### src/rtl/fir_pkg.sv
// Shared definitions for the FIR coefficient sequencer.
// Holds the default datapath geometry, the sequencer state encoding and a
// constant-evaluable ceil(log2) helper used to size address and counter fields.
package fir_pkg;

   localparam int W1_DEF  = 9;   // sample / coefficient width
   localparam int L_DEF   = 15;  // number of taps
   localparam int LAT_DEF = 3;   // FIR latency x_in -> y_out
   localparam int WY_DEF  = 18;  // FIR output width

   typedef enum logic [1:0] {
      IDLE  = 2'd0,
      LOAD  = 2'd1,
      FLUSH = 2'd2
   } state_e;

   // Smallest n with 2**n >= value.
   function automatic int clog2(input int value);
      int result;
      result = 0;
      while ((32'sd1 <<< result) < value) begin
         result = result + 1;
      end
      return result;
   endfunction

endpackage

### src/rtl/fir_coef_shadow.sv
// Host-visible shadow bank of N coefficients.
// Ports:
//   clk, reset      clock and synchronous active-low reset (clears every entry)
//   we/wr_addr/wr_data   single write port; out-of-range addresses are dropped
//   rd_addr/rd_data      combinational read port; out-of-range reads return 0
module fir_coef_shadow
   import fir_pkg::*;
#(
   parameter int W  = W1_DEF,
   parameter int N  = L_DEF,
   parameter int AW = clog2(L_DEF)
)(
   input  logic          clk,
   input  logic          reset,
   input  logic          we,
   input  logic [AW-1:0] wr_addr,
   input  logic [W-1:0]  wr_data,
   input  logic [AW-1:0] rd_addr,
   output logic [W-1:0]  rd_data
);

   logic [W-1:0] mem_r [N];

   // Coefficient storage: cleared on reset, written one entry per clock.
   always_ff @(posedge clk) begin
      if (!reset) begin
         for (int i = 0; i < N; i++) begin
            mem_r[i] <= '0;
         end
      end else if (we && (wr_addr <= AW'(N - 1))) begin
         mem_r[wr_addr] <= wr_data;
      end
   end

   assign rd_data = (rd_addr <= AW'(N - 1)) ? mem_r[rd_addr] : '0;

endmodule

### src/rtl/fir_coef_sched.sv
// Sequencer between the host config bus, the sample source and the FIR.
// The host fills a shadow bank; a commit shifts the bank into the FIR
// (Load_x/c_in) while the sample stream is stalled, then outputs are held
// invalid until the FIR history contains only post-load samples.
// Ports:
//   clk, reset                         clock, synchronous active-low reset
//   cfg_we, cfg_addr, cfg_data         shadow write
//   commit                             start loading the shadow bank
//   busy, cfg_err                      status / rejected-request pulse
//   s_valid, s_ready, s_data           sample input handshake
//   Load_x, x_in, c_in                 FIR control, sample and coefficient
//   y_in                               FIR output
//   m_valid, m_data                    output samples (no backpressure)
module fir_coef_sched
   import fir_pkg::*;
#(
   parameter int W1  = W1_DEF,
   parameter int L   = L_DEF,
   parameter int LAT = LAT_DEF,
   parameter int WY  = WY_DEF
)(
   input  logic                  clk,
   input  logic                  reset,
   input  logic                  cfg_we,
   input  logic [clog2(L)-1:0]   cfg_addr,
   input  logic [W1-1:0]         cfg_data,
   input  logic                  commit,
   output logic                  busy,
   output logic                  cfg_err,
   input  logic                  s_valid,
   output logic                  s_ready,
   input  logic [W1-1:0]         s_data,
   output logic                  Load_x,
   output logic [W1-1:0]         x_in,
   output logic [W1-1:0]         c_in,
   input  logic [WY-1:0]         y_in,
   output logic                  m_valid,
   output logic [WY-1:0]         m_data
);

   localparam int AW = clog2(L);
   localparam int CW = clog2(LAT + L + 1);
   localparam logic [CW-1:0] LOAD_LAST  = CW'(L - 1);
   localparam logic [CW-1:0] FLUSH_LAST = CW'(LAT + L - 1);

   state_e          state_r, state_next_s;
   logic [CW-1:0]   cnt_r, cnt_next_s;
   logic            addr_ok_s, wr_en_s, rej_s, hs_s;
   logic [W1-1:0]   rd_data_s;
   logic [LAT-1:0]  vpipe_r;
   logic            busy_r, cfg_err_r, s_ready_r, load_x_r, m_valid_r;
   logic [W1-1:0]   x_in_r, c_in_r;

   fir_coef_shadow #(
      .W  (W1),
      .N  (L),
      .AW (AW)
   ) u_shadow (
      .clk     (clk),
      .reset   (reset),
      .we      (wr_en_s),
      .wr_addr (cfg_addr),
      .wr_data (cfg_data),
      .rd_addr (cnt_r[AW-1:0]),
      .rd_data (rd_data_s)
   );

   // s_ready_r mirrors (state != LOAD), so this is the accepted-sample strobe.
   assign hs_s = s_valid & s_ready_r;

   // Next-state, counter, shadow write enable and request rejection.
   always_comb begin
      state_next_s = state_r;
      cnt_next_s   = cnt_r;
      wr_en_s      = 1'b0;
      rej_s        = 1'b0;
      addr_ok_s    = (cfg_addr <= AW'(L - 1));
      case (state_r)
         IDLE: begin
            // A write in the commit cycle lands before the first read in LOAD.
            wr_en_s = cfg_we & addr_ok_s;
            rej_s   = cfg_we & ~addr_ok_s;
            if (commit) begin
               state_next_s = LOAD;
               cnt_next_s   = '0;
            end else begin
               state_next_s = IDLE;
               cnt_next_s   = '0;
            end
         end
         LOAD: begin
            rej_s = cfg_we | commit;
            if (cnt_r == LOAD_LAST) begin
               state_next_s = FLUSH;
               cnt_next_s   = '0;
            end else begin
               state_next_s = LOAD;
               cnt_next_s   = cnt_r + CW'(1);
            end
         end
         FLUSH: begin
            rej_s = cfg_we | commit;
            if (cnt_r == FLUSH_LAST) begin
               state_next_s = IDLE;
               cnt_next_s   = '0;
            end else begin
               state_next_s = FLUSH;
               cnt_next_s   = cnt_r + CW'(1);
            end
         end
         default: begin
            state_next_s = IDLE;
            cnt_next_s   = '0;
         end
      endcase
   end

   // State, counter, valid pipe and all registered outputs.
   always_ff @(posedge clk) begin
      if (!reset) begin
         state_r   <= IDLE;
         cnt_r     <= '0;
         vpipe_r   <= '0;
         busy_r    <= 1'b0;
         cfg_err_r <= 1'b0;
         s_ready_r <= 1'b0;
         load_x_r  <= 1'b0;
         x_in_r    <= '0;
         c_in_r    <= '0;
         m_valid_r <= 1'b0;
      end else begin
         state_r   <= state_next_s;
         cnt_r     <= cnt_next_s;
         busy_r    <= (state_next_s != IDLE);
         s_ready_r <= (state_next_s != LOAD);
         cfg_err_r <= rej_s;
         // Coefficient k is presented one clock after the LOAD cycle with cnt=k.
         load_x_r  <= (state_r == LOAD);
         c_in_r    <= (state_r == LOAD) ? rd_data_s : '0;
         // The FIR advances every clock, so idle cycles feed zeros.
         x_in_r    <= hs_s ? s_data : '0;
         vpipe_r   <= (vpipe_r << 1) | LAT'(hs_s);
         m_valid_r <= vpipe_r[LAT-1] & (state_r != FLUSH) & (state_r != LOAD);
      end
   end

   assign busy    = busy_r;
   assign cfg_err = cfg_err_r;
   assign s_ready = s_ready_r;
   assign Load_x  = load_x_r;
   assign x_in    = x_in_r;
   assign c_in    = c_in_r;
   assign m_valid = m_valid_r;
   assign m_data  = y_in;

endmodule

### config.mk
export PLATFORM = sky130hd
export DESIGN_NAME = fir_coef_sched
export DESIGN_NICKNAME = d
export VERILOG_FILES = /design/src/rtl/fir_pkg.sv /design/src/rtl/fir_coef_shadow.sv /design/src/rtl/fir_coef_sched.sv
export SDC_FILE = /design/constraint.sdc
export NUM_CORES = 1
export LEC_CHECK = 0
export CAP_MARGIN = 20
export CELL_PAD_IN_SITES_DETAIL_PLACEMENT = 1
export CELL_PAD_IN_SITES_GLOBAL_PLACEMENT = 2
export CORE_MARGIN = 2
export CORE_UTILIZATION = 30
export DETAILED_ROUTE_END_ITERATION = 8
export PLACE_DENSITY = 0.64
export SETUP_SLACK_MARGIN = 0.4
export SLEW_MARGIN = 20
export SYNTH_ARGS = -nofsm -noshare
export SYNTH_HDL_FRONTEND = slang
export SYNTH_SLANG_ARGS = --single-unit
export TNS_END_PERCENT = 5
### constraint.sdc
create_clock -name clk -period 2.4 [get_ports clk]
set_input_delay 0.6 -clock clk [delete_from_list [all_inputs] [get_ports clk]]
set_output_delay 0.6 -clock clk [all_outputs]
set_load 0.05 [all_outputs]
==> results of run 1 <==
-- placed cells by master (no fill, tap or decap), types with 3 or more instances in the layout --
master	n
sky130_fd_sc_hd__a21oi_1	3
sky130_fd_sc_hd__and2_1	148
sky130_fd_sc_hd__inv_1	4
sky130_fd_sc_hd__edfxtp_1	144
sky130_fd_sc_hd__nor3_2	11
sky130_fd_sc_hd__dfxtp_1	32
sky130_fd_sc_hd__clkinv_4	3
sky130_fd_sc_hd__mux4_2	36
sky130_fd_sc_hd__dlymetal6s2s_1	4
sky130_fd_sc_hd__buf_4	39
sky130_fd_sc_hd__mux2i_1	9
sky130_fd_sc_hd__nand2b_2	8
sky130_fd_sc_hd__nor3_1	7
sky130_fd_sc_hd__nand3_1	11
sky130_fd_sc_hd__o211ai_1	9
sky130_fd_sc_hd__clkdlybuf4s50_1	44
sky130_fd_sc_hd__inv_6	5
sky130_fd_sc_hd__inv_8	4
sky130_fd_sc_hd__conb_1	9
sky130_fd_sc_hd__clkbuf_16	18
sky130_fd_sc_hd__nand2b_1	13
sky130_fd_sc_hd__ha_1	7
sky130_fd_sc_hd__buf_12	8
sky130_fd_sc_hd__nand2_1	17
-- metal layers --
layer / track usage (%) / routed length, µm / up-vias
li1: - / - / 2055
met1: 20.1 / 8920 / 2282
met2: 24.0 / 9440 / 100
met3: 3.18 / 746 / 26
met4: 3.93 / 273 / 0
met5: 0 / 0 / -
-- worst reg2reg max path, delay by kind of cell (launching register included) --
kind	cells	cell delay (ns)
adders and majority gates	1	0.27
buffers and inverters	2	0.23
DFF	1	0.34
and+or+nand+nor	3	0.84
-- Yosys cell counts --
cell and number:
sky130_fd_sc_hd__a21oi_1 3, sky130_fd_sc_hd__a22oi_1 1, sky130_fd_sc_hd__a31oi_1 1, sky130_fd_sc_hd__and2_1 148
sky130_fd_sc_hd__and3_1 1, sky130_fd_sc_hd__and3b_1 1, sky130_fd_sc_hd__and4_1 1, sky130_fd_sc_hd__and4b_1 1
sky130_fd_sc_hd__buf_1 4, sky130_fd_sc_hd__buf_2 7, sky130_fd_sc_hd__buf_4 18, sky130_fd_sc_hd__clkbuf_1 15
sky130_fd_sc_hd__conb_1 1, sky130_fd_sc_hd__dfxtp_1 33, sky130_fd_sc_hd__edfxtp_1 144, sky130_fd_sc_hd__ha_1 7
sky130_fd_sc_hd__inv_1 4, sky130_fd_sc_hd__inv_2 2, sky130_fd_sc_hd__mux2i_1 9, sky130_fd_sc_hd__mux4_2 36
sky130_fd_sc_hd__nand2_1 17, sky130_fd_sc_hd__nand2b_1 21, sky130_fd_sc_hd__nand3_1 11, sky130_fd_sc_hd__nand3_2 1
sky130_fd_sc_hd__nand4b_1 1, sky130_fd_sc_hd__nand4b_2 1, sky130_fd_sc_hd__nand4bb_1 1, sky130_fd_sc_hd__nor2_1 2
sky130_fd_sc_hd__nor3_1 7, sky130_fd_sc_hd__nor3_2 11, sky130_fd_sc_hd__nor4_2 4, sky130_fd_sc_hd__o211ai_1 9
sky130_fd_sc_hd__o21a_1 1, sky130_fd_sc_hd__o31a_1 1, sky130_fd_sc_hd__or2_2 1, sky130_fd_sc_hd__xnor2_1 1
sky130_fd_sc_hd__xor2_1 2
-- metrics by stage --
stage / instance area [µm²] / setup slack, ns / hold slack [ns] / util [%]
3_5_place_dp: 9030 / -0.0635 / 0.423 / 35.0
3_3_place_gp: 9030 / -0.0158 / 0.416 / 35.0
5_1_grt: 9640 / 0.206 / 0.450 / 37.3
6_report: 9640 / 0.250 / 0.428 / 37.3
2_1_floorplan: 7910 / 0.326 / 0.409 / -
4_1_cts: 9630 / 0.208 / 0.433 / 37.3
-- cell type report --
class                           count  share of cell area (%)
Multi-Input combinational cell    310                    27.6
Timing Repair Buffer               96                    9.88
Sequential cell                   177                    51.7
Clock inverter                     13                    1.36
Tap cell                          335                    4.35
Clock buffer                       19                    4.82
Inverter                            6                   0.234
-- repair_timing --
| item | in CTS | in global routing |
|---|---|---|
| endpoints found under the setup margin | 32 | 80 |
| resized for setup | 1 | 4 |
| hold endpoints to repair | 0 | 0 |
-- state kept, by name (all words and copies together) (netlist names) --
register / cells
Load_x: 1
vpipe_r: 3
s_ready: 1
state_r: 2
c_in: 9
cfg_err: 1
m_valid: 1
busy: 1
u_shadow.mem_r: 144
cnt_r: 5
x_in: 9
-- logic make-up after synthesis --
logic type	after synthesis	share of synthesized area, %
adder cells (fa/ha/maj)	7	1.12
buffers and inverters	50	3.37
other	1	0.0478
multiplexers	45	11.5
flip-flops	177	63.6
AND/OR/NAND/NOR	230	18.7
XOR/XNOR	3	0.335
AO/OA/AOI/OAI	16	1.44
-- worst paths after layout --
check                           slack, ns                   end        from  depth (start not counted)
worst max-delay path                 0.25               x_in[6]     x_in[6]                          1
worst max register to register       0.43  u_shadow.mem_r[5][4]  state_r[0]                          6
worst min register to register       0.43               m_valid  vpipe_r[2]                          2
worst min-delay path                 0.43               m_valid  vpipe_r[2]                          2
-- power by group --
part / internal (mW) / switching (mW)
logic: 0.186 / 0.272
clock network: 1.48 / 1.32
registers: 3.43 / 0.0427
total: 5.09 / 1.64
==> reports/results.md, run 1 <==
| Stage | Quantity | Reported |
| --- | --- | --- |
| global route | Number of antenna violations at the first check in global routing | 0 |
| clock tree | Clock tree from TritonCTS | done |
| run status | Result of the run | complete, no violations |
| clock tree | Post-CTS clock slew at the launch and capture registers of the worst setup and hold paths | 0.07 ns |
| final layout | Final antenna diode count | 0 |
| sta | Clock tree skew after final layout | 0.00938 ns |
| sta | Final sum of negative setup slack | 0 ns |
| sta | Slew of the pin with the lowest slew margin | 0.523 ns |
| floorplanning | Overall die area | 0.0275 mm² |
| global route | Via count of the first global-routing pass | 4782 |
| sta | Period utilization | 89.6% |
| clock tree | Clock insertion delay at the later pin of the skew report | 0.43 ns |
| final layout | Fraction of final layout cells sized beyond drive strength 1 | 23.2% |
| worst setup path | CP delay by family, top | buffers and inverters |
| power and ir drop | Pwr Density | 699 mW/mm² |
| clock tree | Total of hold buffers inserted after clock tree synthesis | 0 |
| synthesis | Share of the synthesized area in the top cell type | 55.1% |
| worst setup path | Worst setup path class | flop to output port |
| global route | Pin count of the biggest net entering global routing | 42 |
| clock tree | Number of buffers created by CTS | 17 |
| sta | Maximum frequency from static timing analysis | 0.465 GHz |
| synthesis | Number of register bits inferred by synthesis | 177 |
| floorplanning | Effective utilization at floorplan | 30.4% |
| final layout | Sequential cell area | 0.00499 mm² |
| worst setup path | WP buf/inv | 1 |
| route | TritonRoute pass-1 iters | 5 |
| worst setup path | Required time at the worst-slack endpoint | 1.80 ns |
| sta | Number of slew-limit violations in the final report | 0 |
| synthesis | Portion of the post-synthesis area used by sequential elements | 63.6% |
| synthesis | Syn Inst Count | 529 |
| clock tree | Buffers from clock root to sink, at most | 2 |
| global route | Global routing usage summed across all routing layers | 14.8% |
| floorplanning | Die span in x | 166 µm |
| floorplanning | Number of rows in the core area | 59 |
| synthesis | Dominant cell type by area after synthesis | sky130_fd_sc_hd__edfxtp_1 |
| place | Count of buffers from port buffering | 49 |
| worst setup path | Max incr delay on CP | 0.80 ns |
| place | Total placed cells including tap cells | 924 |
| power and ir drop | Power Total | 6.73 mW |
| worst setup path | Critical Path End Type | output port |
| flow run | Maximum Capacitance Violations | 0 |
| floorplanning | Number of primary I/O pins | 86 |
| floorplanning | Die extent in y | 166 µm |
| place | Routability congestion estimate from global placement | 0.761 |
| route | Drt first-iter violations | 291 |
| final layout | Count of non-filler cells in the finished layout | 956 |
| synthesis | Top area cells in the synthesized netlist | sky130_fd_sc_hd__edfxtp_1, sky130_fd_sc_hd__and2_1, sky130_fd_sc_hd__mux4_2 |
| clock tree | Root buffer cell | sky130_fd_sc_hd__clkbuf_16 |
| place | DPL Wire Length | 13700 µm |
| power and ir drop | Peak supply drop | 0.456 mV |
| final layout | Area of the multi-input gates | 0.00266 mm² |
| synthesis | Number of unique standard cell types used by synthesis | 37 |
| route | Final WL | 19400 µm |
| route | Count of unresolved DRC violations after routing | 0 |
| final layout | Area growth syn-to-layout | 22.9% |
| sta | Minimum period implied by the final worst setup slack | 2.15 ns |
| worst setup path | Critical path launch point type | flop |
| route | Routed via count | 4463 |
| sta | Unrepaired setup endpoints after global routing | yes |
| worst setup path | Arrival time of the worst setup path | 1.55 ns |
| worst setup path | Top fanout value on the critical path | 1 |
| sta | Setup Viol. Count Final | 0 |
| sta | Worst slew margin relative to its limit | 65.1% |
| worst setup path | Cells traversed along the worst timing path | clkdlybuf4s50_1 |
| route | Final routed wire length divided by cell count | 20.3 µm |
| min path | Path type of the worst min-delay path | flop to flop |
| final layout | Filler cells | 2662 |
| clock tree | Post-CTS setup repair buffer count | 0 |
| sta | Number of endpoints with negative hold slack in the final report | 0 |
| final layout | Post-layout net count | 660 |
| floorplanning | Floorplan Core Area | 0.0258 mm² |
| synthesis | Mean cell area of the mapped netlist | 14.8 µm² |
| route | Number of nets with antenna violations after routing | 0 |
| global route | Global-route wire length before repair | 30100 µm |
| worst setup path | Master of the slowest instance on the critical path | sky130_fd_sc_hd__clkdlybuf4s50_1 |
| route | Number of vias per cell after detailed routing | 4.67 |
| clock tree | Count of clock tree sinks | 177 |
| clock tree | CTS H-Tree Depth | 4 |
| synthesis | Number of warning messages in the yosys log | 0 |
| synthesis | Combined area of all synthesized cells | 0.00784 mm² |
| global route | Leftover overflow at the end of global routing | 0 |
| power and ir drop | Leakage | 3.56 nW |
Power figures use the tool's default switching activity.
==> run 2: changes to the inputs <==
Settings changed: MAX_ROUTING_LAYER set to met4.
==> reports/results.md, run 2 (synthesis results as in run 1) <==
| Stage | Quantity | Reported | vs previous |
| --- | --- | --- | --- |
| final layout | Register with the most flip-flops | u_shadow.mem_r |  |
| clock tree | CTS H-Tree Depth | 4 | unchanged |
| worst setup path | Worst setup path class | flop to output port |  |
| min path | Path type of the worst min-delay path | flop to flop |  |
| global route | Global routing usage summed across all routing layers | 15.2% | +0.46 points |
| sta | Slew of the pin with the lowest slew margin | 0.484 ns | -0.0389 ns |
| worst setup path | Slack of the worst reg-to-reg path | 0.44 ns | about the same |
| power and ir drop | Flop pwr share | 51.6% | about the same |
| sta | Maximum frequency from static timing analysis | 0.465 GHz | about the same |
| final layout | Area growth syn-to-layout | 22.9% | unchanged |
| clock tree | Post-CTS clock slew at the launch and capture registers of the worst setup and hold paths | 0.07 ns | about the same |
| sta | Period utilization | 89.6% | about the same |
| worst setup path | Top fanout value on the critical path | 1 | unchanged |
| clock tree | Clock tree from TritonCTS | done |  |
| sta | Unrepaired setup endpoints after global routing | yes |  |
| route | Final routed wire length divided by cell count | 20.3 µm | +0.28% |
| clock tree | Root buffer cell | sky130_fd_sc_hd__clkbuf_16 |  |
| global route | Pin count of the biggest net entering global routing | 42 | unchanged |
| floorplanning | Die extent in y | 166 µm | unchanged |
| floorplanning | Number of rows in the core area | 59 | unchanged |
| route | Number of vias per cell after detailed routing | 4.69 | +0.54% |
| final layout | Final Instance Area | 0.00964 mm² | unchanged |
| route | Drt first-iter violations | 286 | -1.7% |
| route | TritonRoute pass-1 iters | 4 | -1 |
| power and ir drop | Peak supply drop | 0.459 mV | +0.63% |
| power and ir drop | Leakage | 3.56 nW | unchanged |
| power and ir drop | Power share of the clock group | 41.6% | about the same |
| sta | Number of slew-limit violations in the final report | 0 | unchanged |
| final layout | Max reg flops | 144 | unchanged |
| sta | Final sum of negative setup slack | 0 ns | unchanged |
| power and ir drop | Switching Fraction | 24.4% | +0.056 points |
| final layout | Fraction of final layout cells sized beyond drive strength 1 | 23.2% | unchanged |
| worst setup path | Max incr delay on CP | 0.80 ns | about the same |
| floorplanning | Number of primary I/O pins | 86 | unchanged |
| floorplanning | Floorplan Core Area | 0.0258 mm² | unchanged |
| place | DPL Wire Length | 13700 µm | unchanged |
| worst setup path | Critical Path End Type | output port |  |
| route | Routed via count | 4487 | +0.54% |
| final layout | Commonest cells after routing, fill and taps aside | sky130_fd_sc_hd__and2_1, sky130_fd_sc_hd__edfxtp_1, sky130_fd_sc_hd__clkdlybuf4s50_1 |  |
| place | Area of placed instances | 0.00903 mm² | unchanged |
| clock tree | Clock insertion delay at the later pin of the skew report | 0.43 ns | about the same |
| power and ir drop | Net Switching | 1.64 mW | +0.31% |
| worst setup path | WP buf/inv | 1 | unchanged |
| final layout | Final antenna diode count | 0 | unchanged |
| worst setup path | Arrival time of the worst setup path | 1.55 ns | about the same |
| worst setup path | Endpoint of the worst register-to-register path | u_shadow.mem_r[4][0] |  |
| min path | Hold-critical path endpoint | m_valid |  |
| route | Number of nets with antenna violations after routing | 0 | unchanged |
| sta | Number of endpoints with negative hold slack in the final report | 0 | unchanged |
| clock tree | Count of clock tree sinks | 177 | unchanged |
| clock tree | Total of hold buffers inserted after clock tree synthesis | 0 | unchanged |
| min path | Hold Startpoint | vpipe_r[2] |  |
| worst setup path | Number of cells on the worst reg-to-reg path | 6 | unchanged |
| worst setup path | Critical path launch point type | flop |  |
| floorplanning | Overall die area | 0.0275 mm² | unchanged |
| worst setup path | CP delay by family, top | buffers and inverters |  |
| final layout | Post-layout net count | 660 | unchanged |
| sta | Clock tree skew after final layout | 0.00978 ns | +0.000402 ns |
| place | Routability congestion estimate from global placement | 0.771 | +1.3% |
| sta | Worst slew margin relative to its limit | 66.8% | +1.7 points |
| global route | Global-route wire length before repair | 30100 µm | about the same |
| power and ir drop | Internal power contribution | 5.09 mW | about the same |
| clock tree | Buffers from clock root to sink, at most | 2 | unchanged |
| worst setup path | Master of the slowest instance on the critical path | sky130_fd_sc_hd__clkdlybuf4s50_1 |  |
| flow run | Maximum Capacitance Violations | 0 | unchanged |
| power and ir drop | Pwr Density | 699 mW/mm² | about the same |
| route | Count of unresolved DRC violations after routing | 0 | unchanged |
| power and ir drop | Part of the power in combinational logic | 6.8% | about the same |
| min path | Hold Crit Depth | 2 | unchanged |
| sta | Minimum period implied by the final worst setup slack | 2.15 ns | -0.000248 ns |
| clock tree | Number of buffers created by CTS | 17 | unchanged |
| worst setup path | Required time at the worst-slack endpoint | 1.80 ns | about the same |
| route | Final WL | 19400 µm | +0.28% |
| floorplanning | Die span in x | 166 µm | unchanged |
| global route | Via count of the first global-routing pass | 4780 | -0.042% |
| sta | Setup Viol. Count Final | 0 | unchanged |
| global route | Number of antenna violations at the first check in global routing | 0 | unchanged |
| global route | Leftover overflow at the end of global routing | 0 | unchanged |
| run status | Result of the run | complete, no violations |  |
| place | Count of buffers from port buffering | 49 | unchanged |
| worst setup path | Cells traversed along the worst timing path | clkdlybuf4s50_1 |  |
| final layout | Commonest non-fill, non-tap cell in the layout | sky130_fd_sc_hd__and2_1 |  |
| floorplanning | Effective utilization at floorplan | 30.4% | unchanged |
| worst setup path | Startpoint of the lowest-slack register-to-register path | state_r[0] |  |
[run 2: cell counts in the layout (fill, tap and decap cells not counted)]
No cell type changed its count.
[run 2: worst max-delay path by stage]
stage               startpoint                   end  slack [ns]  cells past startpoint
floorplan                reset  u_shadow.mem_r[3][0]        0.33                      4
global placement         reset               c_in[7]       -0.02                      5
detailed placement       reset  u_shadow.mem_r[4][7]       -0.06                      5
CTS                    x_in[2]               x_in[2]        0.21                      1
global route           x_in[3]               x_in[3]        0.21                      1
finish                 x_in[6]               x_in[6]        0.25                      1
[run 2: layout make-up]
class                   instances  area (µm²)
fillers                      2662       16200
clock inverters                13         131
repair buffers                 96         952
inverters                       6        22.5
well taps                     335         419
flip-flops and latches        177        4990
clock buffers                  19         464
multi-input cells             310        2660
[run 2: per-stage QoR]
stage	setup slack [ns]	hold WS [ns]	total power, mW	util (%)	instances
2_1_floorplan	0.326	0.409	3.83	-	537
3_3_place_gp	-0.0158	0.416	4.00	35.0	924
3_5_place_dp	-0.0635	0.423	4.01	35.0	924
4_1_cts	0.208	0.433	6.80	37.3	956
5_1_grt	0.206	0.450	6.94	37.3	956
6_report	0.250	0.426	6.74	37.3	956
[run 2: layer usage]
layer	track usage (%)	part of all wire, %	up-vias
met5	-	0	-
met4	3.93	1.4	0
met3	3.18	3.9	26
met2	24.0	49	101
met1	20.1	46	2305
li1	-	-	2055
[run 2: what timing repair did]
| item | 4_1_cts | 5_1_grt |
|---|---|---|
| gates cloned | 0 | 0 |
| gates resized for setup | 1 | 4 |
| endpoints found under the setup margin | 32 | 80 |
| buffers inserted | 0 | 0 |
[run 2: power by group through the flow]
stage          sequential (mW)  clock [mW]  combinational [mW]
4_1_cts                   3.48        2.86               0.468
6_report                  3.48        2.81               0.458
5_1_grt                   3.49        2.96               0.493
2_1_floorplan             3.57           0               0.262
3_3_place_gp              3.54           0               0.460
3_5_place_dp              3.54           0               0.467
==> run 3: changes to the inputs <==
Settings changed: CTS_BUF_LIST set to sky130_fd_sc_hd__clkbuf_8, SLEW_MARGIN 20 to 40.
==> reports/results.md, run 3 (synthesis results as in run 1) <==
| Stage | Quantity | Reported | vs previous |
| --- | --- | --- | --- |
| power and ir drop | Part of the power in combinational logic | 7.5% | +0.7 points |
| worst setup path | WP buf/inv | 1 | unchanged |
| clock tree | Root buffer cell | sky130_fd_sc_hd__clkbuf_8 |  |
| final layout | Commonest non-fill, non-tap cell in the layout | sky130_fd_sc_hd__and2_1 |  |
| final layout | Post-layout net count | 660 | unchanged |
| route | Final WL | 19300 µm | -0.60% |
| route | Routed via count | 4432 | -1.2% |
| floorplanning | Effective utilization at floorplan | 30.4% | unchanged |
| clock tree | Clock tree from TritonCTS | done |  |
| final layout | Fraction of final layout cells sized beyond drive strength 1 | 23.2% | unchanged |
| sta | Number of slew-limit violations in the final report | 0 | unchanged |
| final layout | Final Instance Area | 0.00945 mm² | -1.9% |
| place | DPL Wire Length | 13700 µm | unchanged |
| route | Number of vias per cell after detailed routing | 4.64 | -1.2% |
| floorplanning | Die span in x | 166 µm | unchanged |
| worst setup path | Top fanout value on the critical path | 1 | unchanged |
| worst setup path | CP delay by family, top | buffers and inverters |  |
| floorplanning | Floorplan Core Area | 0.0258 mm² | unchanged |
| global route | Number of antenna violations at the first check in global routing | 0 | unchanged |
| power and ir drop | Power Total | 6.07 mW | -9.9% |
| floorplanning | Number of primary I/O pins | 86 | unchanged |
| global route | Via count of the first global-routing pass | 4788 | +0.17% |
| final layout | Max reg flops | 144 | unchanged |
| min path | Path type of the worst min-delay path | flop to flop |  |
| floorplanning | Die extent in y | 166 µm | unchanged |
| floorplanning | Overall die area | 0.0275 mm² | unchanged |
| flow run | Maximum Capacitance Violations | 0 | unchanged |
| clock tree | Buffers from clock root to sink, at most | 2 | unchanged |
| worst setup path | Worst setup path class | flop to output port |  |
| route | Drt first-iter violations | 321 | +12% |
| sta | Worst slew margin relative to its limit | 65.0% | -1.8 points |
| place | Routability congestion estimate from global placement | 0.771 | unchanged |
| sta | Final sum of negative setup slack | 0 ns | unchanged |
| worst setup path | Critical Path End Type | output port |  |
| global route | Pin count of the biggest net entering global routing | 42 | unchanged |
| worst setup path | Max incr delay on CP | 0.80 ns | about the same |
| run status | Result of the run | complete, no violations |  |
| floorplanning | Number of rows in the core area | 59 | unchanged |
| clock tree | Number of buffers created by CTS | 17 | unchanged |
| power and ir drop | Flop pwr share | 57.2% | +5.6 points |
| worst setup path | Required time at the worst-slack endpoint | 1.80 ns | about the same |
| sta | Final setup slack of the worst path | 0.216 ns | -0.0344 ns |
| place | Setup slack after placement | -0.0635 ns | unchanged |
| route | TritonRoute pass-1 iters | 4 | unchanged |
| global route | Global-route wire length before repair | 30100 µm | -0.11% |
| sta | Number of endpoints with negative hold slack in the final report | 0 | unchanged |
| sta | Minimum period implied by the final worst setup slack | 2.18 ns | +0.0344 ns |
| power and ir drop | Pwr Density | 642 mW/mm² | -8.1% |
| final layout | Final antenna diode count | 0 | unchanged |
| global route | Leftover overflow at the end of global routing | 0 | unchanged |
| sta | Period utilization | 91.0% | +1.4 points |
| power and ir drop | Switching Fraction | 25.5% | +1.1 points |
| clock tree | Count of clock tree sinks | 177 | unchanged |
| worst setup path | Master of the slowest instance on the critical path | sky130_fd_sc_hd__clkdlybuf4s50_1 |  |
| clock tree | Clock insertion delay at the later pin of the skew report | 0.45 ns | +0.02 ns |
| route | Final routed wire length divided by cell count | 20.2 µm | -0.60% |
| global route | Global routing usage summed across all routing layers | 15.2% | -0.034 points |
| power and ir drop | Peak supply drop | 0.342 mV | -26% |
| sta | Slew of the pin with the lowest slew margin | 0.523 ns | +0.0393 ns |
| worst setup path | Arrival time of the worst setup path | 1.58 ns | +0.03 ns |
| sta | Setup Viol. Count Final | 0 | unchanged |
| final layout | Register with the most flip-flops | u_shadow.mem_r |  |
| worst setup path | Cells traversed along the worst timing path | clkdlybuf4s50_1 |  |
| clock tree | Post-CTS clock slew at the launch and capture registers of the worst setup and hold paths | 0.11 ns | +0.04 ns |
| place | Count of buffers from port buffering | 49 | unchanged |
| route | Number of nets with antenna violations after routing | 0 | unchanged |
| sta | Maximum frequency from static timing analysis | 0.458 GHz | -1.6% |
| place | Area of placed instances | 0.00903 mm² | unchanged |
| route | Count of unresolved DRC violations after routing | 0 | unchanged |
| power and ir drop | Net Switching | 1.55 mW | -6.0% |
| power and ir drop | Internal power contribution | 4.53 mW | -11% |
| sta | Unrepaired setup endpoints after global routing | yes |  |
| clock tree | Total of hold buffers inserted after clock tree synthesis | 0 | unchanged |
| clock tree | CTS H-Tree Depth | 4 | unchanged |
| final layout | Commonest cells after routing, fill and taps aside | sky130_fd_sc_hd__and2_1, sky130_fd_sc_hd__edfxtp_1, sky130_fd_sc_hd__clkdlybuf4s50_1 |  |
| worst setup path | Critical path launch point type | flop |  |
| power and ir drop | Leakage | 3.48 nW | -2.4% |
| sta | Clock tree skew after final layout | 0.0156 ns | +0.00580 ns |
| power and ir drop | Power share of the clock group | 35.3% | -6.3 points |
| final layout | Area growth syn-to-layout | 20.5% |  |
-- run 3: cell types whose count changed in the layout (fill, tap and decap cells not counted) --
cell,change
sky130_fd_sc_hd__clkbuf_8,+17
sky130_fd_sc_hd__clkbuf_16,-18
sky130_fd_sc_hd__bufinv_16,+1
-- run 3: per-stage QoR --
| step | utilization, % | cells | hold slack, ns |
|---|---|---|---|
| 6_report | 36.6 | 956 | 0.430 |
| 3_5_place_dp | 35.0 | 924 | 0.423 |
| 4_1_cts | 36.5 | 956 | 0.438 |
| 2_1_floorplan | - | 537 | 0.409 |
| 3_3_place_gp | 35.0 | 924 | 0.416 |
| 5_1_grt | 36.6 | 956 | 0.456 |
-- run 3: timing repair --
| item | in CTS | in global routing |
|---|---|---|
| gates resized for setup | 1 | 4 |
| buffers inserted | 0 | 0 |
| setup endpoints to repair | 23 | 87 |
-- run 3: power groups by stage --
stage               clock, mW  combinational, mW  sequential, mW
floorplan                   0              0.262            3.57
CTS                      2.19              0.467            3.48
finish                   2.14              0.457            3.47
detailed placement          0              0.467            3.54
global placement            0              0.460            3.54
global route             2.31              0.493            3.49
-- run 3: metal layers --
metal  track usage [%]  part of all wire [%]  up-vias
met5                 -                     0        -
li1                  -                     -     2050
met4              3.71                  0.81        0
met3              3.08                   3.6       23
met1              20.0                    46     2279
met2              24.2                    50       80
-- run 3: final timing paths --
path,from,to,slack [ns],cells past startpoint
worst max-delay path,x_in[6],x_in[6],0.22,1
worst min-delay path,vpipe_r[2],m_valid,0.43,2
worst max register to register,state_r[0],u_shadow.mem_r[4][0],0.44,6
worst min register to register,vpipe_r[2],m_valid,0.43,2
-- run 3: layout make-up --
cell class                      instances  area, µm²
Tap cell                              335        419
Inverter                                6       22.5
Timing Repair Buffer                   96        952
Fill cell                            2676      16400
Multi-Input combinational cell        310       2660
Clock inverter                         14        161
Clock buffer                           18        248
Sequential cell                       177       4990
-- run 3: worst reg2reg max path, stage by stage (launching register included) --
cell                       delay (ns)
sky130_fd_sc_hd__dfxtp_1         0.35
sky130_fd_sc_hd__inv_1           0.09
sky130_fd_sc_hd__ha_1            0.27
sky130_fd_sc_hd__nand4b_2        0.17
sky130_fd_sc_hd__buf_12          0.18
sky130_fd_sc_hd__nor3_2          0.27
sky130_fd_sc_hd__nand2b_2        0.32
==> RTL change: new RTL, settings of run 1 <==
Register the input `cfg_data` before use. The logic sees it one clock later. The other inputs are not delayed to match.
--- a/src/rtl/fir_coef_sched.sv
+++ b/src/rtl/fir_coef_sched.sv
@@ -43,6 +43,12 @@
    localparam logic [CW-1:0] LOAD_LAST  = CW'(L - 1);
    localparam logic [CW-1:0] FLUSH_LAST = CW'(LAT + L - 1);
 
+   logic [W1-1:0] cfg_data_q;
+
+   always_ff @(posedge clk) begin
+      cfg_data_q <= cfg_data;
+   end
+
    state_e          state_r, state_next_s;
    logic [CW-1:0]   cnt_r, cnt_next_s;
    logic            addr_ok_s, wr_en_s, rej_s, hs_s;
@@ -60,7 +66,7 @@
       .reset   (reset),
       .we      (wr_en_s),
       .wr_addr (cfg_addr),
-      .wr_data (cfg_data),
+      .wr_data (cfg_data_q),
       .rd_addr (cnt_r[AW-1:0]),
       .rd_data (rd_data_s)
    );
Behaviour: not the same (a bounded check fails within 4 cycles, from zero or initial values and one cycle with reset low).
==> RTL change against run 1 <==
  * Critical path depth is the same
  * Clock skew is essentially flat
  * Non-clock buffer count shrank 3
  * Synthesized cell count grew 1.9%
  * Sequential power grew 5.7%
  * Total power grew 1.1%
  * Sequential cell count grew 9
  * Clock power shrank 4%
  * Setup slack lost 0.0061 ns
  * First-iteration DRC count shrank 5.5%
  * Cell area grew 1.7%
  * Wire length grew 2.5%
  * Hold slack gained 0.0022 ns
  * Area after synthesis grew 2.5%
==> RTL change: results <==
[outcome]
status = "finished clean"

[finish]
final-seq-area_um2 = 5166
antenna_cells = 0
fin_nets = 666
fillerInstances = 2691
drive_gt1_share_pct = 22.17
finalNonFillerCells = 962

[critical_path]
startpoint = "c_in[6]"
worstReg2RegStart = "state_r[1]"
rr_endpoint = "u_shadow.mem_r[1][5]"
rr_worst_depth = 5
cp-endpoint = "c_in[6]"

[timing]
hold_slack_ns = 0.4299
max_slew_margin_pct = 45.60
period_minus_slack_ns = 2.156
skew_ns = 0.009698

[power]
powerDensity_nw_per_um2 = 694.4
leakagePower_nw = 3.666
ir_worst_vdd_mv = 0.3309

[synth]
netlist_top_cells_area = "edfxtp_1, and2_1, dfxtp_1"
synthTopCellsByCount = "and2_1, edfxtp_1, dfxtp_1"
synth.avg_cell_area_um2 = 14.91
ys_types = 41

[place]
dp.cells = 930
post-place-ws_ns = -0.1174
dpl.hpwl_mm = 14.24
gp_congestion = 0.7434
dpl_cell_area_um2 = 9221

[grt]
grt_use_met1_pct = 19.49
grt_first_pass_wirelength_mm = 30.42
track_usage_pct = 14.86
grtUsageMet2_pct = 24.88
use_met3_pct = 2.860

[drt]
met2_length_mm = 9.923
wl_met1_mm = 9.081
wl_mm = 19.85
firstDrtPassIters = 4

[cts]
cts-resized-gates = 3
## RTL change: cell count changes after synthesis, moves of 9 or more
| cell | change |
|---|---|
| a22oi_1 | +9 |
| dfxtp_1 | +9 |
| inv_1 | +19 |
| mux2i_1 | -9 |
| nand2_1 | -9 |
| nand3_1 | -9 |
| o211ai_1 | -9 |
| o221ai_1 | +9 |
## RTL change: layout make-up
| class | count | share of cell area, % |
|---|---|---|
| multi-input cells | 292 | 26.27 |
| repair buffers | 93 | 10.04 |
| clock inverters | 14 | 1.315 |
| well taps | 335 | 4.276 |
| inverters | 24 | 0.9190 |
| flip-flops and latches | 186 | 52.70 |
| clock buffers | 18 | 4.480 |
## RTL change: cell families after synthesis
logic type      Yosys count  synth area share, %
compound gates           26                2.491
xor+xnor                  3               0.3270
fa+ha+maj                 7                1.090
buf+inv                  69                4.296
flops                   186                64.26
mux                      36                10.09
other cells               1              0.04666
simple gates            211                17.40
